File: config.mk
export PLATFORM = sky130hd
export DESIGN_NAME = cu_seq
export DESIGN_NICKNAME = d
export VERILOG_FILES = /design/src/rtl/cu_seq.sv
export SDC_FILE = /design/constraint.sdc
export NUM_CORES = 1
export LEC_CHECK = 0
export ABC_AREA = 0
export CORE_UTILIZATION = 36
export CTS_BUF_LIST = sky130_fd_sc_hd__clkbuf_2 sky130_fd_sc_hd__clkbuf_4 sky130_fd_sc_hd__clkbuf_8
export DETAILED_ROUTE_END_ITERATION = 10
export GPL_ROUTABILITY_DRIVEN = 1
export PLACE_DENSITY = 0.83
export SETUP_SLACK_MARGIN = 0.1
export SLEW_MARGIN = 0
export SYNTH_ARGS = -nofsm -noshare
export SYNTH_HDL_FRONTEND = slang
export SYNTH_SLANG_ARGS = --single-unit
File: constraint.sdc
create_clock -name clk -period 2.35 [get_ports clk]
set_input_delay 0.47 -clock clk [delete_from_list [all_inputs] [get_ports clk]]
set_output_delay 0.47 -clock clk [all_outputs]
set_load 0.01 [all_outputs]
File: src/rtl/cu_seq.sv
// Self-sequencing Mini-CPU control unit: owns the step counter and FETCH/EXEC/HALTED FSM.
// Define CU_TRAP_EN to trap undefined opcodes and bad-mode register operands to TRAP_VEC.
module cu_seq #(
  parameter int DATA_W   = 8,
  parameter int NUM_REGS = 8,
  parameter int ACC_IDX  = 2,
  parameter int STEP_W   = 4,
  parameter logic [DATA_W-1:0] TRAP_VEC = DATA_W'(8'hF0)
) (
  input  logic                clk,
  input  logic                rst_n,
  input  logic                cpu_run,
  input  logic [7:0]          opcode,
  input  logic [DATA_W-1:0]   operand,
  input  logic                Z,
  input  logic                N,
  input  logic                C,
  input  logic                V,
  output logic [STEP_W-1:0]   step,
  output logic [NUM_REGS-1:0] reg_in,
  output logic [NUM_REGS-1:0] reg_out,
  output logic                acc_sel,
  output logic [3:0]          alu_op,
  output logic                PC_out,
  output logic                PC_inc,
  output logic                PC_in,
  output logic                MAR_in,
  output logic                MDR_in,
  output logic                CIR_in,
  output logic                CIR_out,
  output logic                AR_in,
  output logic                AR_out,
  output logic                RAM_in,
  output logic                RAM_out,
  output logic                flag_in,
  output logic                HALT,
  output logic                trap,
  output logic [DATA_W-1:0]   vec_out
);

  localparam int RSEL_W = (NUM_REGS > 1) ? $clog2(NUM_REGS) : 1;

  localparam logic [STEP_W-1:0] ST0 = STEP_W'(0);
  localparam logic [STEP_W-1:0] ST1 = STEP_W'(1);
  localparam logic [STEP_W-1:0] ST2 = STEP_W'(2);
  localparam logic [STEP_W-1:0] ST3 = STEP_W'(3);
  localparam logic [STEP_W-1:0] ST4 = STEP_W'(4);
  localparam logic [STEP_W-1:0] ST5 = STEP_W'(5);
  localparam logic [STEP_W-1:0] ST6 = STEP_W'(6);
  localparam logic [STEP_W-1:0] ST7 = STEP_W'(7);

`ifdef CU_TRAP_EN
  localparam bit TrapEn = 1'b1;
`else
  localparam bit TrapEn = 1'b0;
`endif

  typedef enum logic [1:0] {S_FETCH, S_EXEC, S_HALTED} state_e;

  state_e              state_q, state_d;
  logic [STEP_W-1:0]   step_q, step_d;

  logic [1:0]          mode;
  logic [RSEL_W-1:0]   dest, src;
  logic [NUM_REGS-1:0] dest_oh, src_oh, acc_oh;
  logic                reg_ok, is_regop, is_trap, jcc_take;
  logic                is_alu2, is_unary, is_jcc;
  logic [STEP_W-1:0]   last_step;

  assign mode    = operand[2*RSEL_W+1 -: 2];
  assign dest    = operand[2*RSEL_W-1 -: RSEL_W];
  assign src     = operand[RSEL_W-1:0];
  assign dest_oh = NUM_REGS'(1) << dest;
  assign src_oh  = NUM_REGS'(1) << src;
  assign acc_oh  = NUM_REGS'(1) << ACC_IDX;

  assign is_alu2  = (opcode <= 8'h05);
  assign is_unary = (opcode >= 8'h06) && (opcode <= 8'h0C);
  assign is_jcc   = (opcode >= 8'h15) && (opcode <= 8'h1C);
  assign reg_ok   = (mode == 2'b01);
  assign is_regop = is_alu2 || (opcode == 8'h11) || (opcode == 8'h12);
  assign is_trap  = TrapEn && ((opcode >= 8'h1D) || (is_regop && !reg_ok));

  always_comb begin
    jcc_take = 1'b0;
    case (opcode)
      8'h15: jcc_take = Z;
      8'h16: jcc_take = !Z;
      8'h17: jcc_take = C;
      8'h18: jcc_take = !C;
      8'h19: jcc_take = !N;
      8'h1A: jcc_take = N;
      8'h1B: jcc_take = V;
      8'h1C: jcc_take = !V;
      default: jcc_take = 1'b0;
    endcase
  end

  // Instruction length by class; trapped instructions all end at step 5
  always_comb begin
    last_step = ST5;
    if (!is_trap) begin
      if (opcode == 8'h0F)
        last_step = ST7;
      else if (is_alu2 || is_unary || (opcode == 8'h12) || (opcode == 8'h13))
        last_step = ST6;
    end
  end

  always_ff @(posedge clk or negedge rst_n) begin
    if (!rst_n) begin
      state_q <= S_FETCH;
      step_q  <= ST0;
    end else begin
      state_q <= state_d;
      step_q  <= step_d;
    end
  end

  always_comb begin
    state_d = state_q;
    step_d  = step_q;
    if (cpu_run) begin
      case (state_q)
        S_FETCH: begin
          if (step_q == ST4) begin
            state_d = S_EXEC;
            step_d  = ST5;
          end else begin
            step_d = step_q + ST1;
          end
        end
        S_EXEC: begin
          if (opcode == 8'h0E) begin
            state_d = S_HALTED;
          end else if (step_q >= last_step) begin
            state_d = S_FETCH;
            step_d  = ST0;
          end else begin
            step_d = step_q + ST1;
          end
        end
        default: ;
      endcase
    end
  end

  assign step = step_q;

  always_comb begin
    reg_in  = '0;
    reg_out = '0;
    acc_sel = 1'b0;
    alu_op  = 4'h0;
    PC_out  = 1'b0;
    PC_inc  = 1'b0;
    PC_in   = 1'b0;
    MAR_in  = 1'b0;
    MDR_in  = 1'b0;
    CIR_in  = 1'b0;
    CIR_out = 1'b0;
    AR_in   = 1'b0;
    AR_out  = 1'b0;
    RAM_in  = 1'b0;
    RAM_out = 1'b0;
    flag_in = 1'b0;
    HALT    = 1'b0;
    trap    = 1'b0;
    vec_out = '0;
    if (rst_n) begin
      HALT = (state_q == S_HALTED);
      if (state_q == S_EXEC) alu_op = opcode[3:0];
    end
    if (rst_n && cpu_run) begin
      case (state_q)
        S_FETCH: begin
          case (step_q)
            ST0: begin PC_out = 1'b1; MAR_in = 1'b1; end
            ST1: MDR_in = 1'b1;
            ST2: CIR_in = 1'b1;
            ST3: PC_inc = 1'b1;
            ST4: begin CIR_out = 1'b1; AR_in = 1'b1; end
            default: ;
          endcase
        end
        S_EXEC: begin
          if (is_trap) begin
            if (step_q == ST5) begin
              trap    = 1'b1;
              PC_in   = 1'b1;
              vec_out = TRAP_VEC;
            end
          end else if (is_alu2) begin
            if (step_q == ST5 && reg_ok) begin reg_out = src_oh; reg_in = dest_oh; end
            if (step_q == ST6) flag_in = 1'b1;
          end else if (is_unary) begin
            if (step_q == ST5) reg_in = acc_oh;
            if (step_q == ST6) flag_in = 1'b1;
          end else if (opcode == 8'h0F) begin
            if (step_q == ST5) begin AR_out = 1'b1; RAM_out = 1'b1; end
            if (step_q == ST6) begin RAM_out = 1'b1; reg_in = acc_oh; acc_sel = 1'b1; end
            if (step_q == ST7) flag_in = 1'b1;
          end else if (opcode == 8'h10) begin
            if (step_q == ST5) begin AR_out = 1'b1; reg_out = acc_oh; RAM_in = 1'b1; end
          end else if (opcode == 8'h11) begin
            if (step_q == ST5 && reg_ok) begin reg_out = src_oh; reg_in = dest_oh; end
          end else if (opcode == 8'h12) begin
            if (step_q == ST5 && reg_ok) begin reg_out = src_oh; reg_in = acc_oh; acc_sel = 1'b1; end
            if (step_q == ST6) flag_in = 1'b1;
          end else if (opcode == 8'h13) begin
            if (step_q == ST5) begin AR_out = 1'b1; reg_in = acc_oh; acc_sel = 1'b1; end
            if (step_q == ST6) flag_in = 1'b1;
          end else if (opcode == 8'h14 || (is_jcc && jcc_take)) begin
            if (step_q == ST5) begin AR_out = 1'b1; PC_in = 1'b1; end
          end
        end
        default: ;
      endcase
    end
  end

endmodule

==> flow_results.xml <==
<?xml version="1.0" encoding="UTF-8"?>
<metrics>
  <group name="outcome">
    <metric name="status" unit="">finished, violations left</metric>
    <metric name="failing_checks" unit="">negative setup slack</metric>
  </group>
  <group name="routing">
    <metric name="route.detailed.wl_per_inst" unit="um">20.04</metric>
    <metric name="remaining_drc_errors" unit="">0</metric>
    <metric name="detailedRoute.firstPassIterationCount" unit="">5</metric>
    <metric name="vias" unit="">1962</metric>
    <metric name="ant_nets" unit="">0</metric>
    <metric name="drt-initial-drc-count" unit="">170</metric>
    <metric name="wirelength" unit="mm">6.732</metric>
    <metric name="vias_per_cell" unit="">5.839</metric>
  </group>
  <group name="finish">
    <metric name="final-seq-area" unit="um^2">152.6</metric>
    <metric name="n_fill_cell" unit="">182</metric>
    <metric name="final_nets" unit="">322</metric>
    <metric name="fraction_of_layout_instances_using_a_drive_strength_above_1" unit="%">59.59</metric>
    <metric name="n_antenna_cell" unit="">0</metric>
    <metric name="finalInstanceArea" unit="mm^2">0.002618</metric>
    <metric name="multi_input_comb_area" unit="mm^2">0.001326</metric>
    <metric name="syn2layout_area_growth" unit="%">116.1</metric>
  </group>
  <group name="critical_path">
    <metric name="worstReg2RegStart" unit="">step[0]</metric>
    <metric name="cp_num_buf_inv" unit="">4</metric>
    <metric name="worst_path_most_repeated_cell" unit="">sky130_fd_sc_hd__buf_4</metric>
    <metric name="critical-path-top-delay-family" unit="">simple AND/OR/NAND/NOR gates</metric>
    <metric name="critical_path.slowest_cell" unit="">sky130_fd_sc_hd__dfrtp_2</metric>
    <metric name="crit_path_kind" unit="">reg -&gt; out</metric>
    <metric name="crit_start" unit="">step[1]</metric>
    <metric name="critical_path.startpoint_type" unit="">flop</metric>
    <metric name="crit_arrival" unit="ns">2.27</metric>
    <metric name="crit_path_max_incr_delay" unit="ns">0.41</metric>
    <metric name="worstPathCellList" unit="">inv_2 -&gt; ha_4 -&gt; nand3b_1 -&gt; or3b_4 -&gt; buf_4 -&gt; buf_4 -&gt; nor2_4 -&gt; o21ai_2 -&gt; a311oi_2 -&gt; buf_2</metric>
    <metric name="crit_path_end_kind" unit="">primary output</metric>
    <metric name="worst-path-max-fanout" unit="">2</metric>
    <metric name="timing.critical_path.required" unit="ns">1.88</metric>
  </group>
  <group name="global_routing">
    <metric name="grt_pass1_wl" unit="mm">8.811</metric>
    <metric name="grt.met3_usage" unit="%">6.710</metric>
    <metric name="grt_remaining_overflow" unit="">0</metric>
    <metric name="first_global_vias" unit="">1847</metric>
    <metric name="met1_capacity_usage_during_global_routing" unit="%">35.91</metric>
    <metric name="grt_start_max_net_pins" unit="">9</metric>
    <metric name="overall_fraction_of_global_route_tracks_in_use" unit="%">33.12</metric>
    <metric name="grt_use_met2" unit="%">60.32</metric>
    <metric name="gr-max-usage-layer" unit="">met2</metric>
    <metric name="antenna_violations_before_repair" unit="">0</metric>
  </group>
  <group name="power">
    <metric name="share_clk_of_total_power" unit="%">24.9</metric>
    <metric name="p_switching" unit="mW">0.1956</metric>
    <metric name="power.share.combinational" unit="%">53.2</metric>
    <metric name="internal-power" unit="mW">0.3128</metric>
    <metric name="power.switching_fraction" unit="%">38.47</metric>
    <metric name="power_density" unit="mW/mm^2">194.2</metric>
    <metric name="relative_contribution_of_sequential_cells_to_total_power" unit="%">21.9</metric>
    <metric name="total_power" unit="mW">0.5084</metric>
    <metric name="vdd_ir_drop_max" unit="uV">347.5</metric>
    <metric name="total_leakage_power" unit="nW">1.263</metric>
  </group>
  <group name="clock_tree">
    <metric name="worstSkewPairLatency" unit="ns">0.26</metric>
    <metric name="cts_buf_count" unit="">3</metric>
    <metric name="tritoncts_num_sinks" unit="">6</metric>
    <metric name="post_cts_hold_buffer_count" unit="">0</metric>
    <metric name="tritoncts_clock_tree" unit="">built</metric>
    <metric name="cts.path.max_buffers" unit="">2</metric>
    <metric name="cts.reportedPaths.clkPinSlew" unit="ns">0.06</metric>
    <metric name="root_buffer" unit="">sky130_fd_sc_hd__clkbuf_4</metric>
    <metric name="ctsHtreeMaxLevel" unit="">1</metric>
  </group>
  <group name="synthesis">
    <metric name="async_reset_ff_share" unit="%">100.0</metric>
    <metric name="yosys_register_bits" unit="">6</metric>
    <metric name="post-synth-top-area-cell" unit="">sky130_fd_sc_hd__dfrtp_1</metric>
    <metric name="yosysSeqAreaShare" unit="%">12.40</metric>
    <metric name="synthesis.instances" unit="">168</metric>
    <metric name="syn-mean-instance-area" unit="um^2">7.209</metric>
    <metric name="synthTopCellsByArea" unit="">sky130_fd_sc_hd__dfrtp_1 (12%), sky130_fd_sc_hd__buf_4 (7.4%), sky130_fd_sc_hd__ha_1 (6.2%)</metric>
    <metric name="yosysWarningCount" unit="">0</metric>
    <metric name="synth-edff-count" unit="">0</metric>
    <metric name="leading_cell_type_by_number_of_instances_after_synthesis" unit="">sky130_fd_sc_hd__nor2_1</metric>
    <metric name="top_area_cell_type_share_of_the_netlist_area" unit="%">12.40</metric>
    <metric name="synth.distinct_cells" unit="">55</metric>
    <metric name="synth_commonest_cells" unit="">sky130_fd_sc_hd__nor2_1 (15), sky130_fd_sc_hd__buf_4 (12), sky130_fd_sc_hd__nand2_1 (12), sky130_fd_sc_hd__inv_1 (11)</metric>
    <metric name="syn_area" unit="mm^2">0.001211</metric>
    <metric name="postSynth.topFlopCell" unit="">sky130_fd_sc_hd__dfrtp_1</metric>
  </group>
  <group name="placement">
    <metric name="area_after_dpl" unit="mm^2">0.002170</metric>
    <metric name="place.gp.congestion" unit="">0.8883</metric>
    <metric name="dp.final_hpwl" unit="mm">3.455</metric>
    <metric name="place.port_buffers" unit="">60</metric>
    <metric name="place_ws" unit="ns">-0.8713</metric>
  </group>
  <group name="sta">
    <metric name="final-setup-viol-count" unit="">21</metric>
    <metric name="final_min_period" unit="ns">2.740</metric>
    <metric name="period_utilization_post_route" unit="%">116.6</metric>
    <metric name="maximum_clock_rate" unit="GHz">0.3649</metric>
    <metric name="slew_viol_final" unit="">0</metric>
    <metric name="postLayoutSetupSlackWorst" unit="ns">-0.3902</metric>
    <metric name="finClkSkew" unit="ns">0.005100</metric>
    <metric name="timing.final.hold_violations" unit="">0</metric>
    <metric name="setup-tns-final" unit="ns">-3.924</metric>
    <metric name="rsz0062_at_grt" unit="">true</metric>
  </group>
  <group name="floorplanning">
    <metric name="floorplan.die_area" unit="mm^2">0.003600</metric>
    <metric name="chipWidth" unit="um">60</metric>
    <metric name="initial_utilization" unit="%">38.72</metric>
    <metric name="fp.dieH" unit="um">60</metric>
    <metric name="core" unit="mm^2">0.003128</metric>
    <metric name="row_count" unit="">20</metric>
    <metric name="io_pins" unit="">70</metric>
  </group>
  <group name="flow_run">
    <metric name="drv.max_cap_violation_count" unit="">0</metric>
  </group>
  <group name="worst_hold_path">
    <metric name="hold_class" unit="">in -&gt; async</metric>
  </group>
</metrics>
==> placed cells by master, fill, tap and decap left out, types with 3 or more instances in the layout <==
master and count:
sky130_fd_sc_hd__ha_1 3, sky130_fd_sc_hd__clkbuf_2 8, sky130_fd_sc_hd__clkbuf_4 4, sky130_fd_sc_hd__nor2_2 5, sky130_fd_sc_hd__nand2b_1 6, sky130_fd_sc_hd__nor3_2 3
sky130_fd_sc_hd__buf_6 17, sky130_fd_sc_hd__clkdlybuf4s50_1 10, sky130_fd_sc_hd__inv_1 9, sky130_fd_sc_hd__nand2_1 10, sky130_fd_sc_hd__nor3b_2 3, sky130_fd_sc_hd__nor2_1 9
sky130_fd_sc_hd__and2_1 5, sky130_fd_sc_hd__conb_1 9, sky130_fd_sc_hd__nand3_1 8, sky130_fd_sc_hd__dlygate4sd2_1 5, sky130_fd_sc_hd__buf_2 26, sky130_fd_sc_hd__and3_1 6
sky130_fd_sc_hd__a31oi_1 3, sky130_fd_sc_hd__dlymetal6s2s_1 6, sky130_fd_sc_hd__o21ai_2 4, sky130_fd_sc_hd__o21ai_0 4, sky130_fd_sc_hd__buf_4 54, sky130_fd_sc_hd__a21oi_4 3
sky130_fd_sc_hd__dfrtp_1 4, sky130_fd_sc_hd__nor4_4 4
==> cells by family after synthesis <==
logic type	share of synthesized area (%)
xor gates and xnor gates	0.7233
AOI/OAI and AO/OA	23.35
muxes	1.859
adders and majority gates	6.198
buffers and inverters	12.19
other	0.3096
DFF	12.40
and+or+nand+nor	42.97
==> what timing repair did <==
action	4_1_cts	5_1_grt
endpoints found under the hold margin	0	0
setup endpoints to repair	39	39
setup buffers	35	12
resized for setup	183	67
pin swaps	26	20
==> flip-flops by register name, indices dropped and copies added (netlist names) <==
register and count:
state_q 2, step 4
==> layer usage <==
layer,vias up,wire length [um]
met5,-,0
met2,139,3370
met4,0,364
li1,838,-
met3,42,565
met1,943,2431
==> metrics by stage <==
stage | hold slack, ns | util, % | cells
3_5_place_dp | 0.5478 | 69.36 | 310
4_1_cts | 0.2577 | 75.60 | 329
6_report | 0.2574 | 83.68 | 336
3_3_place_gp | 0.5293 | 69.36 | 310
2_1_floorplan | 0.1744 | - | 176
5_1_grt | 0.2780 | 83.68 | 336
==> final timing paths <==
| check | end | slack, ns | cells after the start |
|---|---|---|---|
| setup / recovery | reg_in[2] | -0.39 | 10 |
| hold / removal | state_q[0] | 0.26 | 2 |
| setup reg to reg | step[3] | 0.20 | 9 |
| hold reg to reg | state_q[1] | 0.62 | 2 |
| max in group asynchronous | step[0] | 1.79 | 3 |
| min in group clk | state_q[1] | 0.62 | 2 |
==> area by class of cell <==
type / count / area share [%]
multi-input combinational: 143 / 50.67
clock buffer: 4 / 1.147
sequential: 6 / 5.832
tap: 44 / 2.103
inverter: 11 / 1.577
timing repair buffer: 128 / 38.67
==> power groups by stage <==
stage               clock (mW)  sequential [mW]  combinational (mW)
finish                   0.127            0.111               0.271
global route             0.131            0.112               0.285
detailed placement           0            0.112               0.192
floorplan                    0            0.116              0.0835
global placement             0            0.112               0.188
CTS                      0.124            0.110               0.215
(Power assumes the default switching activity.)
